$ cat src/rtl/cpu_bus_seq_pkg.sv
// Shared types and constants for the 65c816 multi-byte bus sequencer and its address logic.
package cpu_bus_seq_pkg;

    localparam int unsigned DEF_ADDR_W = 24;
    localparam int unsigned DEF_DATA_W = 8;
    // Address bits below this index form the in-bank offset; bits at and above it are the bank.
    localparam int unsigned BANK_SPLIT = 16;

    typedef enum logic [1:0] {
        ST_IDLE   = 2'd0,
        ST_ACCESS = 2'd1,
        ST_DONE   = 2'd2
    } seq_state_e;

endpackage

$ cat src/rtl/cpu_bus_seq_if.sv
// Request/response and byte-wide memory bus signals of the sequencer.
// The slave modport is the sequencer's view; the master modport is the CPU/RAM side.
interface cpu_bus_seq_if #(
    parameter int unsigned ADDR_W    = 24,
    parameter int unsigned DATA_W    = 8,
    parameter int unsigned MAX_BYTES = 3,
    parameter int unsigned CNT_W     = 2
);
    logic                          req_valid;
    logic                          req_ready;
    logic                          req_we;
    logic [ADDR_W-1:0]             req_addr;
    logic [CNT_W-1:0]              req_len;
    logic                          req_wrap;
    logic [MAX_BYTES*DATA_W-1:0]   req_wdata;
    logic                          rsp_valid;
    logic                          rsp_err;
    logic [MAX_BYTES*DATA_W-1:0]   rsp_rdata;
    logic                          mem_en;
    logic                          mem_we;
    logic [ADDR_W-1:0]             mem_addr;
    logic [DATA_W-1:0]             mem_wdata;
    logic [DATA_W-1:0]             mem_rdata;
    logic                          mem_rdy;

    modport slave (
        input  req_valid, req_we, req_addr, req_len, req_wrap, req_wdata,
        input  mem_rdata, mem_rdy,
        output req_ready, rsp_valid, rsp_err, rsp_rdata,
        output mem_en, mem_we, mem_addr, mem_wdata
    );

    modport master (
        output req_valid, req_we, req_addr, req_len, req_wrap, req_wdata,
        output mem_rdata, mem_rdy,
        input  req_ready, rsp_valid, rsp_err, rsp_rdata,
        input  mem_en, mem_we, mem_addr, mem_wdata
    );

endinterface

$ cat src/rtl/cpu_bus_seq_addr_inc.sv
// Combinational next-address for byte sequencing: full-width increment, or
// offset-only increment with the bank held (direct-page/stack wrap).
module cpu_bus_addr_inc
    import cpu_bus_seq_pkg::*;
#(
    parameter int unsigned ADDR_W = DEF_ADDR_W
) (
    input  logic [ADDR_W-1:0] addr,
    input  logic              wrap,
    output logic [ADDR_W-1:0] next_addr
);

    logic [BANK_SPLIT-1:0] offset_inc;

    always_comb begin
        offset_inc = addr[BANK_SPLIT-1:0] + 1'b1;
        if (wrap) begin
            next_addr = {addr[ADDR_W-1:BANK_SPLIT], offset_inc};
        end else begin
            next_addr = addr + 1'b1;
        end
    end

endmodule

$ cat src/rtl/cpu_bus_seq.sv
// Multi-byte access sequencer: one request of 1..MAX_BYTES bytes becomes that many
// little-endian byte bus cycles. Define CPU_BUS_SEQ_TIMEOUT_EN for a per-byte wait timeout.
module cpu_bus_seq
    import cpu_bus_seq_pkg::*;
#(
    parameter int unsigned ADDR_W    = DEF_ADDR_W,
    parameter int unsigned DATA_W    = DEF_DATA_W,
    parameter int unsigned MAX_BYTES = 3,
    parameter int unsigned CNT_W     = 2,
    parameter int unsigned MAX_WAIT  = 15
) (
    input  logic         clk,
    input  logic         rst,
    cpu_bus_seq_if.slave bus
);

    if (MAX_BYTES >= (1 << CNT_W)) begin : g_cnt_w_chk
        $error("cpu_bus_seq: CNT_W too narrow for MAX_BYTES");
    end
    if (MAX_WAIT == 0) begin : g_wait_chk
        $error("cpu_bus_seq: MAX_WAIT must be at least 1");
    end

    seq_state_e                  state_q, state_d;
    logic [CNT_W-1:0]            idx_q, idx_d;
    logic [CNT_W-1:0]            len_q, len_d;
    logic                        wrap_q, wrap_d;
    logic                        we_q, we_d;
    logic [MAX_BYTES*DATA_W-1:0] wdata_q, wdata_d;
    logic                        mem_en_q, mem_en_d;
    logic                        mem_we_q, mem_we_d;
    logic [ADDR_W-1:0]           mem_addr_q, mem_addr_d;
    logic [DATA_W-1:0]           mem_wdata_q, mem_wdata_d;
    logic                        rsp_valid_q, rsp_valid_d;
    logic                        rsp_err_q, rsp_err_d;
    logic [MAX_BYTES*DATA_W-1:0] rsp_rdata_q, rsp_rdata_d;

    logic [ADDR_W-1:0]           addr_nxt;
    logic [CNT_W-1:0]            idx_nxt;
    logic [CNT_W-1:0]            last_idx;
    logic                        len_legal;

`ifdef CPU_BUS_SEQ_TIMEOUT_EN
    localparam int unsigned WAIT_W = $clog2(MAX_WAIT + 1);
    logic [WAIT_W-1:0] wait_q, wait_d;
    logic              wait_expired;
    // Fires on the last of MAX_WAIT consecutive not-ready cycles.
    assign wait_expired = (32'(wait_q) == MAX_WAIT - 1);
`endif

    cpu_bus_addr_inc #(.ADDR_W(ADDR_W)) u_addr_inc (
        .addr      (mem_addr_q),
        .wrap      (wrap_q),
        .next_addr (addr_nxt)
    );

    assign idx_nxt   = idx_q + 1'b1;
    assign last_idx  = len_q - 1'b1;
    assign len_legal = (bus.req_len != '0) && (32'(bus.req_len) <= MAX_BYTES);

    always_comb begin
        state_d     = state_q;
        idx_d       = idx_q;
        len_d       = len_q;
        wrap_d      = wrap_q;
        we_d        = we_q;
        wdata_d     = wdata_q;
        mem_en_d    = mem_en_q;
        mem_we_d    = mem_we_q;
        mem_addr_d  = mem_addr_q;
        mem_wdata_d = mem_wdata_q;
        rsp_valid_d = 1'b0;
        rsp_err_d   = rsp_err_q;
        rsp_rdata_d = rsp_rdata_q;
`ifdef CPU_BUS_SEQ_TIMEOUT_EN
        wait_d      = wait_q;
`endif
        unique case (state_q)
            ST_IDLE: begin
                if (bus.req_valid) begin
                    if (len_legal) begin
                        state_d     = ST_ACCESS;
                        idx_d       = '0;
                        len_d       = bus.req_len;
                        wrap_d      = bus.req_wrap;
                        we_d        = bus.req_we;
                        wdata_d     = bus.req_wdata;
                        rsp_rdata_d = '0;
                        rsp_err_d   = 1'b0;
                        mem_en_d    = 1'b1;
                        mem_we_d    = bus.req_we;
                        mem_addr_d  = bus.req_addr;
                        mem_wdata_d = bus.req_wdata[DATA_W-1:0];
`ifdef CPU_BUS_SEQ_TIMEOUT_EN
                        wait_d      = '0;
`endif
                    end else begin
                        state_d     = ST_DONE;
                        rsp_err_d   = 1'b1;
                        rsp_valid_d = 1'b1;
                    end
                end
            end
            ST_ACCESS: begin
                if (bus.mem_rdy) begin
                    if (!we_q) begin
                        rsp_rdata_d[idx_q*DATA_W +: DATA_W] = bus.mem_rdata;
                    end
`ifdef CPU_BUS_SEQ_TIMEOUT_EN
                    wait_d = '0;
`endif
                    if (idx_q == last_idx) begin
                        state_d     = ST_DONE;
                        mem_en_d    = 1'b0;
                        mem_we_d    = 1'b0;
                        rsp_valid_d = 1'b1;
                    end else begin
                        idx_d       = idx_nxt;
                        mem_addr_d  = addr_nxt;
                        mem_wdata_d = wdata_q[idx_nxt*DATA_W +: DATA_W];
                    end
                end
`ifdef CPU_BUS_SEQ_TIMEOUT_EN
                else if (wait_expired) begin
                    state_d     = ST_DONE;
                    mem_en_d    = 1'b0;
                    mem_we_d    = 1'b0;
                    rsp_err_d   = 1'b1;
                    rsp_valid_d = 1'b1;
                    wait_d      = '0;
                end else begin
                    wait_d = wait_q + 1'b1;
                end
`endif
            end
            ST_DONE: begin
                state_d   = ST_IDLE;
                rsp_err_d = 1'b0;
            end
            default: state_d = ST_IDLE;
        endcase
    end

    always_ff @(posedge clk or negedge rst) begin
        if (!rst) begin
            state_q     <= ST_IDLE;
            idx_q       <= '0;
            len_q       <= '0;
            wrap_q      <= 1'b0;
            we_q        <= 1'b0;
            wdata_q     <= '0;
            mem_en_q    <= 1'b0;
            mem_we_q    <= 1'b0;
            mem_addr_q  <= '0;
            mem_wdata_q <= '0;
            rsp_valid_q <= 1'b0;
            rsp_err_q   <= 1'b0;
            rsp_rdata_q <= '0;
`ifdef CPU_BUS_SEQ_TIMEOUT_EN
            wait_q      <= '0;
`endif
        end else begin
            state_q     <= state_d;
            idx_q       <= idx_d;
            len_q       <= len_d;
            wrap_q      <= wrap_d;
            we_q        <= we_d;
            wdata_q     <= wdata_d;
            mem_en_q    <= mem_en_d;
            mem_we_q    <= mem_we_d;
            mem_addr_q  <= mem_addr_d;
            mem_wdata_q <= mem_wdata_d;
            rsp_valid_q <= rsp_valid_d;
            rsp_err_q   <= rsp_err_d;
            rsp_rdata_q <= rsp_rdata_d;
`ifdef CPU_BUS_SEQ_TIMEOUT_EN
            wait_q      <= wait_d;
`endif
        end
    end

    assign bus.req_ready = (state_q == ST_IDLE);
    assign bus.rsp_valid = rsp_valid_q;
    assign bus.rsp_err   = rsp_err_q;
    assign bus.rsp_rdata = rsp_rdata_q;
    assign bus.mem_en    = mem_en_q;
    assign bus.mem_we    = mem_we_q;
    assign bus.mem_addr  = mem_addr_q;
    assign bus.mem_wdata = mem_wdata_q;

endmodule
$ cat src/flat_wrapper.sv
// flat-port wrapper written by rule: the top's interface ports become plain ports
module cpu_bus_seq_flat import cpu_bus_seq_pkg::*;
#(
    parameter int unsigned ADDR_W    = DEF_ADDR_W,
    parameter int unsigned DATA_W    = DEF_DATA_W,
    parameter int unsigned MAX_BYTES = 3,
    parameter int unsigned CNT_W     = 2,
    parameter int unsigned MAX_WAIT  = 15
)
  (clk, rst, bus_req_valid, bus_req_we, bus_req_addr, bus_req_len, bus_req_wrap, bus_req_wdata, bus_mem_rdata, bus_mem_rdy, bus_req_ready, bus_rsp_valid, bus_rsp_err, bus_rsp_rdata, bus_mem_en, bus_mem_we, bus_mem_addr, bus_mem_wdata);
  cpu_bus_seq_if #(.ADDR_W(ADDR_W), .DATA_W(DATA_W), .MAX_BYTES(MAX_BYTES), .CNT_W(CNT_W)) bus_i ();
  input  logic clk;
  input  logic rst;
  input wire logic [$bits(bus_i.req_valid)-1:0] bus_req_valid;
  input wire logic [$bits(bus_i.req_we)-1:0] bus_req_we;
  input wire logic [$bits(bus_i.req_addr)-1:0] bus_req_addr;
  input wire logic [$bits(bus_i.req_len)-1:0] bus_req_len;
  input wire logic [$bits(bus_i.req_wrap)-1:0] bus_req_wrap;
  input wire logic [$bits(bus_i.req_wdata)-1:0] bus_req_wdata;
  input wire logic [$bits(bus_i.mem_rdata)-1:0] bus_mem_rdata;
  input wire logic [$bits(bus_i.mem_rdy)-1:0] bus_mem_rdy;
  output wire logic [$bits(bus_i.req_ready)-1:0] bus_req_ready;
  output wire logic [$bits(bus_i.rsp_valid)-1:0] bus_rsp_valid;
  output wire logic [$bits(bus_i.rsp_err)-1:0] bus_rsp_err;
  output wire logic [$bits(bus_i.rsp_rdata)-1:0] bus_rsp_rdata;
  output wire logic [$bits(bus_i.mem_en)-1:0] bus_mem_en;
  output wire logic [$bits(bus_i.mem_we)-1:0] bus_mem_we;
  output wire logic [$bits(bus_i.mem_addr)-1:0] bus_mem_addr;
  output wire logic [$bits(bus_i.mem_wdata)-1:0] bus_mem_wdata;
  assign bus_i.req_valid = bus_req_valid;
  assign bus_i.req_we = bus_req_we;
  assign bus_i.req_addr = bus_req_addr;
  assign bus_i.req_len = bus_req_len;
  assign bus_i.req_wrap = bus_req_wrap;
  assign bus_i.req_wdata = bus_req_wdata;
  assign bus_i.mem_rdata = bus_mem_rdata;
  assign bus_i.mem_rdy = bus_mem_rdy;
  assign bus_req_ready = bus_i.req_ready;
  assign bus_rsp_valid = bus_i.rsp_valid;
  assign bus_rsp_err = bus_i.rsp_err;
  assign bus_rsp_rdata = bus_i.rsp_rdata;
  assign bus_mem_en = bus_i.mem_en;
  assign bus_mem_we = bus_i.mem_we;
  assign bus_mem_addr = bus_i.mem_addr;
  assign bus_mem_wdata = bus_i.mem_wdata;
  cpu_bus_seq #(.ADDR_W(ADDR_W), .DATA_W(DATA_W), .MAX_BYTES(MAX_BYTES), .CNT_W(CNT_W), .MAX_WAIT(MAX_WAIT)) u_core (.clk(clk), .rst(rst), .bus(bus_i));
endmodule
$ cat config.mk
export PLATFORM = sky130hd
export DESIGN_NAME = cpu_bus_seq_flat
export DESIGN_NICKNAME = d
export VERILOG_FILES = /design/src/rtl/cpu_bus_seq_pkg.sv /design/src/rtl/cpu_bus_seq_if.sv /design/src/rtl/cpu_bus_seq_addr_inc.sv /design/src/rtl/cpu_bus_seq.sv /design/src/flat_wrapper.sv
export SDC_FILE = /design/constraint.sdc
export NUM_CORES = 1
export LEC_CHECK = 0
export ABC_AREA = 1
export CORE_MARGIN = 4
export CORE_UTILIZATION = 33
export CTS_CLUSTER_SIZE = 10
export DETAILED_ROUTE_END_ITERATION = 10
export PLACE_DENSITY = 0.58
export SLEW_MARGIN = 20
export SYNTH_ARGS = -nofsm -noshare
export SYNTH_HDL_FRONTEND = slang
export SYNTH_SLANG_ARGS = --single-unit
$ cat constraint.sdc
create_clock -name clk -period 4.8 [get_ports clk]
set_input_delay 1.2 -clock clk [delete_from_list [all_inputs] [get_ports clk]]
set_output_delay 1.2 -clock clk [all_outputs]
set_load 0.02 [all_outputs]
==> metrics.txt <==
ranking of synthesized cells by area=dfrtp_1, nand2_1, nor2_1; Main synth FF type=dfrtp_1; Synth top area share=0.475; max incr delay on CP=0.61 ns; min Tclk post-route=3.47 ns; synth cell count leaders=nand2_1, dfrtp_1, nor2_1; Routed wire per std cell=14.6 um; DP Wirelength=10200 um; Util after Layout=0.448; Max VDD drop=0.000285 V; root buffer cell=clkbuf_16; post-synthesis instance total=649; crit path max fanout=30; setup TNS=0 ns; reported net switching power=2.09 mW; Syn Nets=718; sw frac=0.466; share of cells above drive strength 1=0.0469; Antenna Cells=0; Fillers=1471; hold crit path type=reg -> reg; WHS=0.473 ns; drt via density=4.78; antenna viol nets, final=0; CP Buf/Inv Count=2; Setup Viol. Count Final=0; Layout Skew=0.00694 ns; CTS tree=built; Reg power frac=0.308; RSZ-0062 raised after global routing=false; CP Launch Point=bus_req_valid; largest net degree at the start of global routing=64; Initial Util=0.335; EDFF count, synth=0; All-Layer GR Usage=0.171; FF+latch count, synth=92; number of max-cap violations=0; syn avg cell area=7.47 sq um; gr ovfl total=0; period utilization=0.723; die extent in y=129 um; fin nets=832; row cnt=44; Worst-Margin Slew=0.976 ns; pwr dens=693 nW/um^2; hold buffer count at CTS=0; Total Power=4.49 mW; buffers added on ports=124; sequential area share after synthesis=0.475; CP Capture Type=register; Int Power=2.40 mW; detailed-route wire length=13900 um; number of antenna violations at the first check in global routing=0; run status=complete, no violations; critical path class=in -> reg; Layout area overhead=33.8%; part of the power in combinational logic=0.530; Worst Path Required=5.00 ns; Crit Reg-Reg Startpoint=u_core.state_q[0]; Residual DRC=0; die width=129 um; initial DRC count=386; Final Max Slew Viols=0; synthesized area=4850 sq um; CP max stage cell=inv_1; Pleak=2.95 nW; Final GP Congestion=0.854; Clock Pin Slew Worst Setup and Hold Paths=0.06 ns; Worst Hold Launch=u_core.wdata_q[0]; critical path data arrival time=3.67 ns; pre-CTS setup slack=0.991 ns; clock buffer depth=2; most common cell in the synthesized netlist=nand2_1; FMAX=0.288 GHz; Netlist cell types=37; CP Cell Sequence=clkdlybuf4s50_1, o21ai_0, nor2_8, nand2_2, inv_1, nand2_1, o21ai_1; vias in the first global route=4575; first-pass GRT wire length=22700 um; CP Launch Type=input port; Num CTS Buffers=9; Final WS setup=1.33 ns; die area=16700 sq um; leading area contributor after synthesis=dfrtp_1; clock share of power=0.162; worst skew pair latency=0.34 ns; post-CTS setup buffer count=0; Final Hold Viols=0; H-tree depth=3; Largest delay share family, worst path=buffers and inverters; Max transition margin=0.348; Synth Warn #=0; Ports=125; clock sinks=92; routed vias=4553; drt pass-1 iters=5; Core Area=14500 sq um; number of gates resized after CTS=0; asr flop ratio synth=1.00
## final cells by class
class / instances / area [sq um] / area share
well taps: 184 / 230 / 0.0355
clock inverters: 5 / 60.1 / 0.00926
clock buffers: 11 / 243 / 0.0374
inverters: 41 / 154 / 0.0237
repair buffers: 126 / 1250 / 0.193
flip-flops and latches: 92 / 2300 / 0.355
multi-input cells: 493 / 2240 / 0.346
## placed cells by master (no fill, tap or decap), types with 2 or more instances in the layout
cell               n
clkdlybuf4s50_1  123
o22ai_1            2
dfrtp_1           92
o21ai_0           34
xor2_1             4
a21boi_1           5
nor2_1            75
clkbuf_16          9
o211ai_1           2
inv_1             37
o221ai_2           2
a21oi_1            5
inv_2              4
nand3_1           27
buf_4              3
nand3b_1           2
ha_1               5
or2_2              4
o21ai_1           29
xnor2_1            8
clkinv_2           2
a22oi_1            2
o221ai_1           2
nand2_1          273
## worst paths after layout
check                                           to  slack (ns)  cells after the start
max                                    u_core.we_q        1.33                      7
min                              u_core.wdata_q[0]        0.47                      2
max reg2reg                            u_core.we_q        1.63                     10
min reg2reg                      u_core.wdata_q[0]        0.47                      2
max in group asynchronous            u_core.wrap_q        2.91                      2
min in group asynchronous  u_core.bus.mem_addr[18]        0.95                      1
## flip-flops by register name, indices dropped and copies added, names as in the netlist, 2 cells and up
register	flops
u_core.bus.mem_addr	24
u_core.bus.mem_wdata	8
u_core.bus.rsp_rdata	24
u_core.idx_q	2
u_core.len_q	2
u_core.state_q	2
u_core.wdata_q	24
## layer usage
| metal | wire length, um | up-vias | share of wire | GRT usage |
|---|---|---|---|---|
| met5 | 0 | - | 0 | 0 |
| met4 | 314 | 0 | 0.023 | 0.0698 |
| met3 | 591 | 22 | 0.043 | 0.0280 |
| met2 | 6520 | 117 | 0.47 | 0.276 |
| met1 | 6450 | 2133 | 0.46 | 0.229 |
| li1 | - | 2281 | - | - |
## tightest hold or removal path, stage by stage (launching register included)
cell	delay, ns
dfrtp_1	0.34
nand2_1	0.05
nand2_1	0.05
## per-stage QoR
stage,area [sq um],instances
2_1_floorplan,4850,649
3_3_place_gp,6180,936
3_5_place_dp,6180,936
4_1_cts,6480,952
5_1_grt,6480,952
6_report,6480,952
## cells by family (layout without fill, tap and decap cells)
| family | Yosys count | after routing | synth area share |
|---|---|---|---|
| flops | 92 | 92 | 0.475 |
| buf+inv | 64 | 183 | 0.0627 |
| fa+ha+maj | 5 | 5 | 0.0129 |
| simple gates | 390 | 390 | 0.326 |
| xor+xnor | 12 | 12 | 0.0217 |
| compound gates | 86 | 86 | 0.102 |
## power by group through the flow
stage          combinational [mW]  clock [mW]  sequential [mW]
2_1_floorplan                1.50           0             1.53
3_3_place_gp                 2.35           0             1.39
4_1_cts                      2.42       0.754             1.39
6_report                     2.38       0.728             1.38
5_1_grt                      2.69       0.780             1.43
3_5_place_dp                 2.41           0             1.40
No activity file was read; power rests on OpenSTA's default activity.
